File: config.mk
export PLATFORM = sky130hd
export DESIGN_NAME = hpdcache_sram_rsp_buf
export DESIGN_NICKNAME = d
export VERILOG_FILES = /design/src/rtl/hpdcache_sram_rsp_pkg.sv /design/src/rtl/hpdcache_sram_rsp_fifo.sv /design/src/rtl/hpdcache_sram_rsp_buf.sv
export SDC_FILE = /design/constraint.sdc
export NUM_CORES = 1
export LEC_CHECK = 0
export ABC_AREA = 1
export CORE_AREA = 8 8 397 399
export CTS_CLUSTER_SIZE = 28
export DETAILED_ROUTE_END_ITERATION = 12
export DIE_AREA = 0 0 405 407
export HOLD_SLACK_MARGIN = 0.08
export RECOVER_POWER = 25
export SLEW_MARGIN = 40
export SYNTH_ARGS = -nofsm -noshare
export SYNTH_HDL_FRONTEND = slang
export SYNTH_SLANG_ARGS = --single-unit
File: constraint.sdc
create_clock -name clk -period 12.9 [get_ports clk]
set_input_delay 1.935 -clock clk [delete_from_list [all_inputs] [get_ports clk]]
set_output_delay 1.935 -clock clk [all_outputs]
set_load 0.05 [all_outputs]
File: src/rtl/hpdcache_sram_rsp_pkg.sv
// Shared constants and types for the hpdcache SRAM request/response front end.
// Latency: n/a (types and elaboration-time helpers only).
// Backpressure: n/a.
package hpdcache_sram_rsp_pkg;

  localparam int ADDR_SIZE_DEF  = 8;
  localparam int DATA_SIZE_DEF  = 256;
  localparam int FIFO_DEPTH_DEF = 2;

  // Pointer width for a FIFO of the given depth (at least one bit).
  function automatic int ptr_width(input int depth);
    return (depth > 1) ? $clog2(depth) : 1;
  endfunction

  // Occupancy width: must be able to hold the value 'depth' itself.
  function automatic int occ_width(input int depth);
    return $clog2(depth + 1);
  endfunction

  localparam int PTR_W_DEF = ptr_width(FIFO_DEPTH_DEF);
  localparam int OCC_W_DEF = occ_width(FIFO_DEPTH_DEF);

  // One SRAM command as seen on the request interface.
  typedef struct packed {
    logic                     we;
    logic [ADDR_SIZE_DEF-1:0] addr;
    logic [DATA_SIZE_DEF-1:0] wdata;
  } req_t;

endpackage

File: src/rtl/hpdcache_sram_rsp_fifo.sv
// In-order response FIFO with occupancy counter and wrapping pointers.
// Latency: a pushed word is visible at rdata the cycle after the push edge.
// Backpressure: none internally; the caller must never push when full or pop when empty.
module hpdcache_sram_rsp_fifo
  import hpdcache_sram_rsp_pkg::*;
#(
  parameter int WIDTH = DATA_SIZE_DEF,
  parameter int DEPTH = FIFO_DEPTH_DEF
) (
  input  logic                          clk,
  input  logic                          rst,
  input  logic                          push,
  input  logic [WIDTH-1:0]              wdata,
  input  logic                          pop,
  output logic [WIDTH-1:0]              rdata,
  output logic                          full,
  output logic                          empty,
  output logic [occ_width(DEPTH)-1:0]   occ
);

  localparam int PTR_W = ptr_width(DEPTH);
  localparam int OCC_W = occ_width(DEPTH);

  logic [WIDTH-1:0] mem [DEPTH];
  logic [PTR_W-1:0] wptr;
  logic [PTR_W-1:0] rptr;

  // Pointers wrap explicitly so non-power-of-two depths work.
  function automatic logic [PTR_W-1:0] next_ptr(input logic [PTR_W-1:0] p);
    return (p == PTR_W'(DEPTH - 1)) ? '0 : p + 1'b1;
  endfunction

  // Storage is not reset; occupancy alone decides what is valid.
  always_ff @(posedge clk) begin
    if (push) mem[wptr] <= wdata;
  end

  // Pointer and occupancy bookkeeping; push+pop together leaves occ unchanged.
  always_ff @(posedge clk or posedge rst) begin
    if (rst) begin
      wptr <= '0;
      rptr <= '0;
      occ  <= '0;
    end else begin
      if (push) wptr <= next_ptr(wptr);
      if (pop)  rptr <= next_ptr(rptr);
      case ({push, pop})
        2'b10:   occ <= occ + 1'b1;
        2'b01:   occ <= occ - 1'b1;
        default: occ <= occ;
      endcase
    end
  end

  assign full  = (occ == OCC_W'(DEPTH));
  assign empty = (occ == '0);
  // Head reads as zero when empty so the response bus is quiet when idle.
  assign rdata = empty ? '0 : mem[rptr];

  underflow_chk: assert property (@(posedge clk) disable iff (rst) !(pop && empty));

endmodule

File: src/rtl/hpdcache_sram_rsp_buf.sv
// Valid/ready front end for a 1RW SRAM with 1-cycle read latency; reads land in a response FIFO.
// Latency: read accepted in cycle N gives rsp_valid in N+2 (N+1 with HPDCACHE_SRAM_RSP_BYPASS_EN).
// Backpressure: req_ready is withheld once FIFO occupancy plus the in-flight read would exceed depth.
module hpdcache_sram_rsp_buf
  import hpdcache_sram_rsp_pkg::*;
#(
  parameter int ADDR_SIZE  = ADDR_SIZE_DEF,
  parameter int DATA_SIZE  = DATA_SIZE_DEF,
  parameter int FIFO_DEPTH = FIFO_DEPTH_DEF
) (
  input  logic                 clk,
  input  logic                 rst,
  input  logic                 req_valid,
  output logic                 req_ready,
  input  logic                 req_we,
  input  logic [ADDR_SIZE-1:0] req_addr,
  input  logic [DATA_SIZE-1:0] req_wdata,
  output logic                 rsp_valid,
  input  logic                 rsp_ready,
  output logic [DATA_SIZE-1:0] rsp_rdata,
  output logic                 sram_cs,
  output logic                 sram_we,
  output logic [ADDR_SIZE-1:0] sram_addr,
  output logic [DATA_SIZE-1:0] sram_wdata,
  input  logic [DATA_SIZE-1:0] sram_rdata
);

  localparam int OCC_W = occ_width(FIFO_DEPTH);

  logic                 inflight;
  logic                 pop;
  logic                 fifo_push;
  logic                 fifo_pop;
  logic                 fifo_full;
  logic                 fifo_empty;
  logic [DATA_SIZE-1:0] fifo_rdata;
  logic [OCC_W-1:0]     fifo_occ;
  logic [OCC_W:0]       pending;
  logic                 credit_ok;

  assign pop = rsp_valid & rsp_ready;

  // Credit check: entries held plus the read in the SRAM pipe, minus this cycle's pop.
  always_comb begin
    pending   = {1'b0, fifo_occ} + {{OCC_W{1'b0}}, inflight} - {{OCC_W{1'b0}}, pop};
    credit_ok = (pending < (OCC_W + 1)'(FIFO_DEPTH));
  end

  assign req_ready = ~rst & credit_ok;

  // SRAM command is a direct pass-through, zeroed when not selected.
  assign sram_cs    = req_valid & req_ready;
  assign sram_we    = sram_cs & req_we;
  assign sram_addr  = sram_cs ? req_addr  : '0;
  assign sram_wdata = sram_cs ? req_wdata : '0;

  // Track the read whose data the SRAM returns next cycle; writes never count.
  always_ff @(posedge clk or posedge rst) begin
    if (rst) inflight <= 1'b0;
    else     inflight <= sram_cs & ~req_we;
  end

  // Steer returning read data either into the FIFO or straight to the consumer.
  always_comb begin
`ifdef HPDCACHE_SRAM_RSP_BYPASS_EN
    rsp_valid = ~fifo_empty | inflight;
    rsp_rdata = (fifo_empty & inflight) ? sram_rdata : fifo_rdata;
    fifo_push = inflight & ~(fifo_empty & rsp_ready);
    fifo_pop  = pop & ~fifo_empty;
`else
    rsp_valid = ~fifo_empty;
    rsp_rdata = fifo_rdata;
    fifo_push = inflight;
    fifo_pop  = pop;
`endif
  end

  hpdcache_sram_rsp_fifo #(
    .WIDTH (DATA_SIZE),
    .DEPTH (FIFO_DEPTH)
  ) u_fifo (
    .clk   (clk),
    .rst   (rst),
    .push  (fifo_push),
    .wdata (sram_rdata),
    .pop   (fifo_pop),
    .rdata (fifo_rdata),
    .full  (fifo_full),
    .empty (fifo_empty),
    .occ   (fifo_occ)
  );

  overflow_chk: assert property (@(posedge clk) disable iff (rst) !(fifo_push && fifo_full));

endmodule

==> impl_metrics.toml <==
[power]
p_int_mw = 3.57
pwr-share-seq_pct = 33.6
clockPowerShare_pct = 29.1
powerDensity_nw_per_um2 = 163
share_comb_of_total_power_pct = 37.3
vdd_ir_drop_max_v = 0.000145
p_sw_share_pct = 39.6
p_leak_nw = 13.3
p_switching_mw = 2.35

[sta]
skew_ps = 30.3
tns_ps = 0
fin_crit_ps = 8480
hold_viol = 0
maxSlewViolCount = 169
setup_viol = 0
period_share_pct = 65.8
rsz0062_at_grt = "no"
worst_pin_slew_ps = 4770
max_freq_mhz = 118
relSlewSlack_pct = -220
fin_ws_ps = 4420

[setup_path]
end_kind = "output pin"
path_max_fanout = 92
start_kind = "input port"
critPathKind = "in -> out"
reg2reg_to = "u_fifo.mem[1][102]$_DFFE_PP_"
r2r_start = "fifo_push$_DFF_PP0_"
crit_arrival_ps = 6550
reg2reg_slack_ps = 6300
worst-r2r-cell-count = 4
cp.required_ps = 10970

[floorplan]
design.portCount = 1049
die_x_um = 405
die_y_um = 407
dieArea_um2 = 165000
rows = 143
core_um2 = 151000
start_util_pct = 14.3

[global_route]
grt_pass1_vias = 18500
grt_util_all_layers_pct = 17.6
grt-ovfl-total = 0
grt_start_max_net_pins = 138
grt_pass1_wl_um = 191000
antenna_found_initial = 97

[yosys]
syn_nets = 2493
synth.yosys.seq_area_share_pct = 71.8
syn-instance-count = 1967
syn_avg_cell_area_um2 = 11.0
ys_warn_count = 0
ys_seq_elements = 517
syn-cell-area_um2 = 21600
ys_types = 17

[placed_design]
gp_congestion = 0.974
port_buffers = 1048
place_ws_ps = 4510
dp_hpwl_um = 127000

[cts]
holdBufCountCts = 0
cts.htree.levels = 2
cts-root-buf = "clkbuf_16"
cts_num_sinks = 517
cts-resized-gates = 0
cts_tree = "done"
cts-buffers-inserted = 59
post_cts_buffers = 0
clock_latency_ps = 670
clock_path_buffers = 3
clkTransAtPathRegs_ps = 60

[final_layout]
layout_commonest_cell = "clkdlybuf4s50_1"
fillers = 16100
nets = 3507
final_cell_mix = "933 x clkdlybuf4s50_1, 520 x nand2_1, 512 x edfxtp_1"
final_layout_size_suffix_gt1_share_pct = 3.60
area_growth_pct = 67.7

[drt]
drt_pre_antenna_iters = 5
wl_per_cell_um = 30.2
avgViaCountPerCell = 3.73
drtAntennaViolNets = 0
wl_um = 154000
drt_iter0_drc = 1783
drc = 0
via_count = 19000

[status]
status = "finished, violations left"
violations = "max-capacitance violations, max-slew violations"

[worst_hold_path]
hold_end = "u_fifo.wptr$_DFFE_PP0P_"
hold_start = "u_fifo.wptr$_DFFE_PP0P_"
hp-class = "reg -> reg"
whs_path_depth = 1

[job]
drv_cap = 3
## cells in the mapped netlist, drive strengths merged
master | n | share of area, %
a21oi | 256 | 5.9
nand4 | 2 | 0.13
buf | 95 | 2.9
o21ai | 1 | 0.023
edfxtp | 512 | 71
dfrtp | 5 | 0.58
inv | 278 | 4.8
nor2 | 270 | 4.7
nand2 | 520 | 9.0
clkbuf | 19 | 0.33
xor2 | 2 | 0.081
fa | 1 | 0.093
nand3 | 5 | 0.12
clkinv | 1 | 0.017
## sequential cells by signal, summed over array words and instances (netlist names)
register,flops
u_fifo.rptr,1
u_fifo.occ,2
fifo_push,1
u_fifo.wptr,1
u_fifo.mem,512
## layer usage
layer | wire (µm) | GRT usage (%) | vias up
met3 | 18500 | 8.12 | 225
met5 | 225 | 0 | -
met1 | 53600 | 19.1 | 9220
met4 | 6020 | 6.05 | 36
li1 | - | - | 8445
met2 | 75200 | 30.2 | 1061
## worst max path at each step
stage / startpoint / endpoint / slack [ps] / cells after the start
global placement: rsp_ready / sram_wdata[94] / 4500 / 13
global route: rsp_ready / sram_wdata[59] / 4190 / 14
finish: rsp_ready / sram_wdata[59] / 4420 / 14
CTS: rsp_ready / sram_wdata[59] / 4480 / 14
floorplan: fifo_push$_DFF_PP0_ / u_fifo.mem[0][0]$_DFFE_PP_ / 920 / 2
detailed placement: rsp_ready / sram_wdata[59] / 4510 / 14
## power by group through the flow
stage / Combinational [mW] / Sequential, mW / Clock, mW
2_1_floorplan: 1.30 / 2.05 / 0
3_3_place_gp: 2.24 / 2.02 / 0
3_5_place_dp: 2.25 / 2.02 / 0
4_1_cts: 2.26 / 1.98 / 1.77
5_1_grt: 2.33 / 2.00 / 1.83
6_report: 2.21 / 1.99 / 1.72
## through the flow
step	power, mW	util [%]	cell area, µm²	hold slack [ps]	std cells
2_1_floorplan	3.35	-	21600	463	1967
3_3_place_gp	4.26	22.6	34100	536	4949
3_5_place_dp	4.27	22.6	34200	541	4950
4_1_cts	6.01	23.9	36100	553	5060
5_1_grt	6.16	23.9	36200	590	5070
6_report	5.92	24.0	36200	548	5092
## cell families (layout without fill, tap and decap cells)
logic type	after synthesis	after routing	share of synthesized area [%]
compound gates	257	257	5.96
flops	517	517	71.8
buf+inv	393	1456	8.12
fa+ha+maj	1	1	0.0927
other cells	0	32	0
xor+xnor	2	2	0.0811
simple gates	797	797	14.0
## layout make-up
class	count	area, µm²	share of cell area, %
flip-flops and latches	517	15500	42.8
repair buffers	1067	10700	29.5
multi-input cells	1057	4350	12.0
well taps	2030	2540	7.01
clock buffers	69	1510	4.18
inverters	279	1070	2.95
clock inverters	41	468	1.29
diodes	32	80.1	0.221
## worst max-delay path, cell delays in order
cell	delay [ps]
clkdlybuf4s50_1	490
inv_1	110
nand3_1	110
nand2_1	130
inv_1	70
fa_1	500
inv_1	50
nor2_1	200
nand4_4	590
buf_4	540
buf_12	250
buf_4	380
nor2_1	220
clkdlybuf4s50_1	850
Power figures use the tool's default switching activity.
